$ cat src/rtl/ram_port_arbiter.sv
// ram_port_arbiter: shares the single ddr_ctrl block port between the cache
// manage unit (C) and the block DMA engine (D). C has fixed priority. D is
// forced through after MAX_CONSEC consecutive C grants while it waits. Only one
// transaction is in flight at a time, and a one-cycle RELEASE gap follows each
// completion.
module ram_port_arbiter #(
  parameter int unsigned ADDR_W     = 30,
  parameter int unsigned BLOCK_W    = 256,
  parameter int unsigned MAX_CONSEC = 4
) (
  input  logic               clk,
  input  logic               rst,
  input  logic               c_en,
  input  logic               c_write,
  input  logic [ADDR_W-1:0]  c_addr,
  input  logic [BLOCK_W-1:0] c_data,
  output logic               c_rdy,
  input  logic               d_en,
  input  logic               d_write,
  input  logic [ADDR_W-1:0]  d_addr,
  input  logic [BLOCK_W-1:0] d_data,
  output logic               d_rdy,
  output logic [BLOCK_W-1:0] block_out,
  output logic               ram_en,
  output logic               ram_write,
  output logic [ADDR_W-1:0]  ram_addr,
  output logic [BLOCK_W-1:0] data_to_ram,
  input  logic               ram_rdy,
  input  logic [BLOCK_W-1:0] block_from_ram
);

  localparam int unsigned      CNT_W   = $clog2(MAX_CONSEC + 1);
  localparam logic [CNT_W-1:0] CNT_MAX = CNT_W'(MAX_CONSEC);
  localparam logic [CNT_W-1:0] CNT_ONE = CNT_W'(1);

  localparam logic [1:0] S_IDLE    = 2'd0;
  localparam logic [1:0] S_BUSY_C  = 2'd1;
  localparam logic [1:0] S_BUSY_D  = 2'd2;
  localparam logic [1:0] S_RELEASE = 2'd3;

  localparam logic OWNER_C = 1'b0;
  localparam logic OWNER_D = 1'b1;

  logic [1:0]         state_q,       state_d;
  logic [CNT_W-1:0]   starve_cnt_q,  starve_cnt_d;
  logic               last_owner_q,  last_owner_d;
  logic               ram_en_q,      ram_en_d;
  logic               ram_write_q,   ram_write_d;
  logic [ADDR_W-1:0]  ram_addr_q,    ram_addr_d;
  logic [BLOCK_W-1:0] data_to_ram_q, data_to_ram_d;
  logic [BLOCK_W-1:0] block_out_q,   block_out_d;
  logic               c_rdy_q,       c_rdy_d;
  logic               d_rdy_q,       d_rdy_d;
  logic               grant_d;

  // Arbitration, transaction capture and completion handshake.
  always_comb begin
    state_d       = state_q;
    starve_cnt_d  = starve_cnt_q;
    last_owner_d  = last_owner_q;
    ram_en_d      = ram_en_q;
    ram_write_d   = ram_write_q;
    ram_addr_d    = ram_addr_q;
    data_to_ram_d = data_to_ram_q;
    block_out_d   = block_out_q;
    c_rdy_d       = c_rdy_q;
    d_rdy_d       = d_rdy_q;
    grant_d       = 1'b0;

    case (state_q)
      S_IDLE: begin
        if (c_en || d_en) begin
          // D wins when it is alone, or when C has starved it long enough.
          grant_d  = d_en && (!c_en || (starve_cnt_q == CNT_MAX));
          ram_en_d = 1'b1;
          if (grant_d) begin
            state_d       = S_BUSY_D;
            last_owner_d  = OWNER_D;
            ram_write_d   = d_write;
            ram_addr_d    = d_addr;
            data_to_ram_d = d_data;
            starve_cnt_d  = '0;
          end else begin
            state_d       = S_BUSY_C;
            last_owner_d  = OWNER_C;
            ram_write_d   = c_write;
            ram_addr_d    = c_addr;
            data_to_ram_d = c_data;
            if (d_en) begin
              starve_cnt_d = (starve_cnt_q == CNT_MAX) ? CNT_MAX : starve_cnt_q + CNT_ONE;
            end else begin
              starve_cnt_d = '0;
            end
          end
        end
      end
      S_BUSY_C, S_BUSY_D: begin
        // ram_* stay on their registered copies; live master inputs are ignored here.
        if (ram_rdy) begin
          state_d     = S_RELEASE;
          ram_en_d    = 1'b0;
          block_out_d = block_from_ram;
          c_rdy_d     = (last_owner_q == OWNER_C);
          d_rdy_d     = (last_owner_q == OWNER_D);
        end
      end
      S_RELEASE: begin
        state_d = S_IDLE;
        c_rdy_d = 1'b0;
        d_rdy_d = 1'b0;
      end
      default: begin
        state_d  = S_IDLE;
        ram_en_d = 1'b0;
        c_rdy_d  = 1'b0;
        d_rdy_d  = 1'b0;
      end
    endcase
  end

  // State and output registers, cleared asynchronously by the active-low reset.
  always_ff @(posedge clk or negedge rst) begin
    if (!rst) begin
      state_q       <= S_IDLE;
      starve_cnt_q  <= '0;
      last_owner_q  <= OWNER_C;
      ram_en_q      <= 1'b0;
      ram_write_q   <= 1'b0;
      ram_addr_q    <= '0;
      data_to_ram_q <= '0;
      block_out_q   <= '0;
      c_rdy_q       <= 1'b0;
      d_rdy_q       <= 1'b0;
    end else begin
      state_q       <= state_d;
      starve_cnt_q  <= starve_cnt_d;
      last_owner_q  <= last_owner_d;
      ram_en_q      <= ram_en_d;
      ram_write_q   <= ram_write_d;
      ram_addr_q    <= ram_addr_d;
      data_to_ram_q <= data_to_ram_d;
      block_out_q   <= block_out_d;
      c_rdy_q       <= c_rdy_d;
      d_rdy_q       <= d_rdy_d;
    end
  end

  assign ram_en      = ram_en_q;
  assign ram_write   = ram_write_q;
  assign ram_addr    = ram_addr_q;
  assign data_to_ram = data_to_ram_q;
  assign block_out   = block_out_q;
  assign c_rdy       = c_rdy_q;
  assign d_rdy       = d_rdy_q;

endmodule

$ cat config.mk
export PLATFORM = sky130hd
export DESIGN_NAME = ram_port_arbiter
export DESIGN_NICKNAME = d
export VERILOG_FILES = /design/src/rtl/ram_port_arbiter.sv
export SDC_FILE = /design/constraint.sdc
export NUM_CORES = 1
export LEC_CHECK = 0
export CAP_MARGIN = 40
export CORE_AREA = 5 5 532 534
export DETAILED_ROUTE_END_ITERATION = 16
export DIE_AREA = 0 0 537 539
export GPL_ROUTABILITY_DRIVEN = 0
export PLACE_DENSITY = 0.38
export SYNTH_ARGS = -nofsm -noshare
export SYNTH_HDL_FRONTEND = slang
export SYNTH_SLANG_ARGS = --single-unit
$ cat constraint.sdc
create_clock -name clk -period 2.1 [get_ports clk]
set_input_delay 0.21 -clock clk [delete_from_list [all_inputs] [get_ports clk]]
set_output_delay 0.21 -clock clk [all_outputs]
set_load 0.05 [all_outputs]
---- Word-level counts from Yosys, hierarchy flattened ----
Index checks and enable logic that the tools add are counted.
word-level totals
  output and inout port bits .............. 546
  bits of input ports ..................... 835
  bits in registers ....................... 552
operators by class
  reductions and logical operators ........ 13
  muxes and demuxes ....................... 18
  bitwise operators ....................... 1
  $add $sub $neg .......................... 1
  equal/unequal tests ..................... 6
operators by type and width
  operator                                       number
  two-way mux 256 bit                            1
  two-way mux 30 bit                             1
  two-way mux 3 bit                              3
  AND reduction 2 bit                            4
  two-way mux 1 bit                              6
  two-way mux 2 bit                              3
  case mux 1 bit (2 select lines)                3
  case mux 2 bit (3 select lines)                1
  == test 2 bit, second input constant           2
  inequality test 2 bit, second input constant   2
  nonzero test 2 bit                             2
  adder 3 x 1 -> 3 bit, second input constant    1
  == test 3 bit, second input constant           1
  AND reduction 3 bit                            1
  == test 2 x 1 -> 1 bit, second input constant  1
  zero test 2 bit                                1
  logical OR 1 bit                               2
  OR reduction 2 bit                             1
  logical AND 1 bit                              1
  zero test 1 bit                                1
  inverter 1 bit                                 1

---- Logic depth before layout (Yosys ltp) ----
  word-level depth ........................ 6
  depth in mapped cells ................... 9
  depth with buffers taken out ............ 5

---- Least setup slack after synthesis ----
No wires, ideal clock.
  kind .................................... flip-flop to flip-flop
  start point ............................. register state_q[0]
  end point ............................... register block_out_q[100], in the netlist block_out[100]
  buffers on the path ..................... 3
  required time ........................... 1.975 ns
  path slack .............................. 0.253 ns
  stages on the path, launching flop included .. 8
  arrival ................................. 1.722 ns
  cells stage by stage .................... dfrtp_1 inv_1 ha_1 buf_2 nand2_1 clkbuf_1 buf_2 mux2_2
on the way
  word-level cells in the longest chain between the ends .. 3
  elaborated cells on any way between the ends .. 4
  those cells by class .................... 2 x eq/ne; 2 x reduce/logical
RTL lines
  element                                                  line  source
  start, declared                                          44    logic [1:0] state_q, state_d;
  start signal, assigned                                   135   state_q <= state_d;
  == test 2 x 1 -> 1 bit or == test 2 bit (tied branches)  70    case (state_q)
  OR reduction 2 bit *                                     70
  AND reduction 2 bit (no line) *                          n/a
  end signal, assigned                                     142   block_out_q <= block_out_d;
  end, declared                                            51    logic [BLOCK_W-1:0] block_out_q, block_out_d;
Every way passes the cells marked *; elsewhere a longest branch is shown, timed or not.
A chain may end at the register's enable or synchronous reset.

---- Final worst setup path ----
  start point ............................. register ram_addr_q[8], in the netlist ram_addr[8]
  end point ............................... output ram_addr[8]
RTL lines
  element                 line  source
  start, declared         49    logic [ADDR_W-1:0] ram_addr_q, ram_addr_d;
  start signal, assigned  140   ram_addr_q <= ram_addr_d;
  end, declared           26    output logic [ADDR_W-1:0] ram_addr,
No word-level cell between the ends.

==> metrics.cfg <==
[pwr]
cellPowerDensity_mw_per_mm2=1648
sw_frac_of_total_pct=53.41
p_switching_mw=44.10
peakVddDrop_v=0.0007103
p_comb_share_pct=60.1
internal_power_mw=38.46
p_seq_share_pct=24.0
cellLeakagePower_nw=20.51
clockPowerShare_pct=15.9

[floorplanning]
core-area_sq_mm=0.2779
die_x_microns=537
row_count=194
pin_count=1381
die_h_microns=539
dieArea_sq_mm=0.2894
initial_core_util_pct=9.082

[critical_path]
crit_family=buffers and inverters
slowest_delay_ns=0.58
r2r-end=data_to_ram[113]$_DFFE_PN0P_
reg2reg_slack_ns=0.08
endpoint=ram_addr[8]
critPathBufInv=1
cp.arrival_ns=1.81
path_cells=dlygate4sd2_1
reg2regPathDepth=7
start_kind=flop
crit_start=ram_addr[8]$_DFFE_PN0P_
cpMaxStageDelayCell=dlygate4sd2_1
crit_type=flop to output pin
critPathMaxFanout=2
crit_cells=1
cp.required_ns=1.89
worst_setup_path_end_kind=output pin
r2r_start=starve_cnt_q[0]$_DFFE_PN0P_

[detailed_routing]
totalWireLength_microns=205700
wl_per_cell_microns=26.31
via_count=26050
antenna_left=0
drtPass1Iterations=5
drc=0
vias_per_cell=3.332
drt_iter0_markers=1223

[finish]
final_area_sq_mm=0.05009
fin_cells=7819
drive_gt1_share_pct=22.83
nets=4867
syn_to_final_growth_pct=98.45

[timing]
hold_slack_ns=0.09073
final_hold_viol_count=0
period_share_pct=96.29
finClkSkew_ns=0.03271
tns_ns=0
finalMaxSlewViolations=0
slew-limit-headroom_pct=55.41
worst_pin_slew_ns=0.6715
fmax_ghz=0.4945
setup_viol=0
min_period_ns=2.022

[placement]
hpwl_microns=173200
place_inst=7256
placed_area_sq_mm=0.04388
portBuffers=1380

[min_path]
hp-class=primary input to flop
worstHoldStart=c_data[21]

[clock_tree]
h-tree-depth=3
clk_path_buf_depth=4
cts_root_buf=clkbuf_16
cts_buffers=80
clock_latency_ns=0.76
cts_setup_buffers=0
tritoncts=yes
cts_num_sinks=552
clk_pin_slew_ns=0.05

[status]
status=complete, no violations

[global_routing]
grt_max_degree=99
grt_pass1_wl_microns=269000
grt_pass1_vias=28380
track_usage_pct=13.60
grt_overflow=0
antenna_found_initial=73

[logic_synthesis]
yosysWarnings=0
ys_types=28
seq_area_frac_synth_pct=54.73
syn_avg_cell_area_sq_um=11.34
synthCells=2225
synth_nets=3065
syn_area_sq_mm=0.02524
ys_seq_elements=552

[job]
cap_violations=0

synthesized netlist by cell type (all sizes together):
| library cell | n | area [sq um] |
|---|---|---|
| nand2 | 580 | 2177 |
| dfrtp | 552 | 13810 |
| nand4 | 288 | 1802 |
| o211ai | 287 | 3166 |
| mux2 | 258 | 2905 |
| buf | 117 | 724.4 |
| clkbuf | 106 | 397.9 |
| inv | 6 | 22.52 |
| ha | 5 | 62.56 |
| nor2 | 4 | 15.01 |
| o21ai | 4 | 20.02 |
| a22o | 3 | 26.28 |
| a31oi | 2 | 12.51 |
| nor2b | 2 | 12.51 |
| o22ai | 2 | 12.51 |
| a21bo | 1 | 10.01 |
| a21oi | 1 | 5.000 |
| a32o | 1 | 10.01 |
| and2 | 1 | 6.260 |
| mux2i | 1 | 10.01 |
| nand2b | 1 | 6.260 |
| nand3b | 1 | 7.510 |
| o21a | 1 | 7.510 |
| o311ai | 1 | 8.760 |
cell usage in the layout (no fill, tap or decap), types with 6 or more instances in the layout:
cell             instances
clkbuf_16               80
clkdlybuf4s50_1        832
mux2_2                 258
o211ai_2               202
inv_1                    6
nand2_1                579
clkdlybuf4s15_1          9
dlygate4sd2_1          337
clkbuf_8                15
dfrtp_1                552
dlygate4sd3_1          412
o211ai_1                85
diode_2                 12
clkbuf_1                25
buf_4                  300
nand4_1                288
buf_12                  48
clkinv_2                10
layer usage:
layer / wire length, microns / GRT usage (%)
met1: 81390 / 15.92
met2: 103600 / 24.39
met5: 250 / 0
met4: 3469 / 2.429
met3: 17010 / 4.302
power groups by stage:
| stage | clock network (mW) | registers (mW) | logic, mW |
|---|---|---|---|
| CTS | 13.8 | 19.9 | 51.1 |
| finish | 13.1 | 19.8 | 49.6 |
| global placement | 0 | 20.1 | 52.6 |
| detailed placement | 0 | 20.1 | 52.6 |
| global route | 14.1 | 20.4 | 52.3 |
| floorplan | 0 | 36.9 | 11.6 |
area by class of cell:
| class | count | area [sq um] |
|---|---|---|
| Multi-Input combinational cell | 1444 | 10330 |
| Timing Repair Buffer | 1943 | 18790 |
| Inverter | 6 | 22.52 |
| Antenna cell | 12 | 30.03 |
| Tap cell | 3724 | 4659 |
| Fill cell | 30830 | 227800 |
| Clock inverter | 18 | 146.4 |
| Sequential cell | 552 | 13810 |
| Clock buffer | 120 | 2302 |
sequential cells by signal, summed over array words and instances, names as in the netlist:
register      cells
starve_cnt_q      3
ram_en            1
block_out       256
ram_addr         30
c_rdy             1
state_q           2
data_to_ram     256
d_rdy             1
last_owner_q      1
ram_write         1
worst min path at each step:
stage                                  end  slack, ns  cells past startpoint
2_1_floorplan     block_out[0]$_DFFE_PN0P_      -0.09                      0
3_3_place_gp     block_out[87]$_DFFE_PN0P_       0.14                      1
3_5_place_dp     block_out[87]$_DFFE_PN0P_       0.15                      1
4_1_cts        data_to_ram[45]$_DFFE_PN0P_     0.0002                      3
5_1_grt         block_out[200]$_DFFE_PN0P_       0.03                      2
6_report       data_to_ram[21]$_DFFE_PN0P_       0.09                      3
repair_timing:
| item | in CTS | in global routing |
|---|---|---|
| hold buffers | 413 | 0 |
| gates resized for setup | 361 | 1 |
| endpoints found under the setup margin | 348 | 1 |
| cloned | 0 | 0 |
| hold endpoints to repair | 673 | 0 |
through the flow:
step | setup WS (ns) | total power, mW | utilization, %
after global placement | 0.02854 | 72.67 | 15.79
after CTS | 0.0003193 | 84.83 | 18.01
after detailed placement | 0.0009110 | 72.73 | 15.79
final | 0.07789 | 82.56 | 18.02
after global routing | -0.001487 | 86.81 | 18.02
after floorplan | 0.2533 | 48.49 | -
logic make-up after synthesis:
logic type	count (synthesis)	synth area share [%]
flops	552	54.73
buf+inv	229	4.536
fa+ha+maj	5	0.2479
mux	259	11.55
compound gates	303	12.99
simple gates	877	15.95
Power figures use the tool's default switching activity.
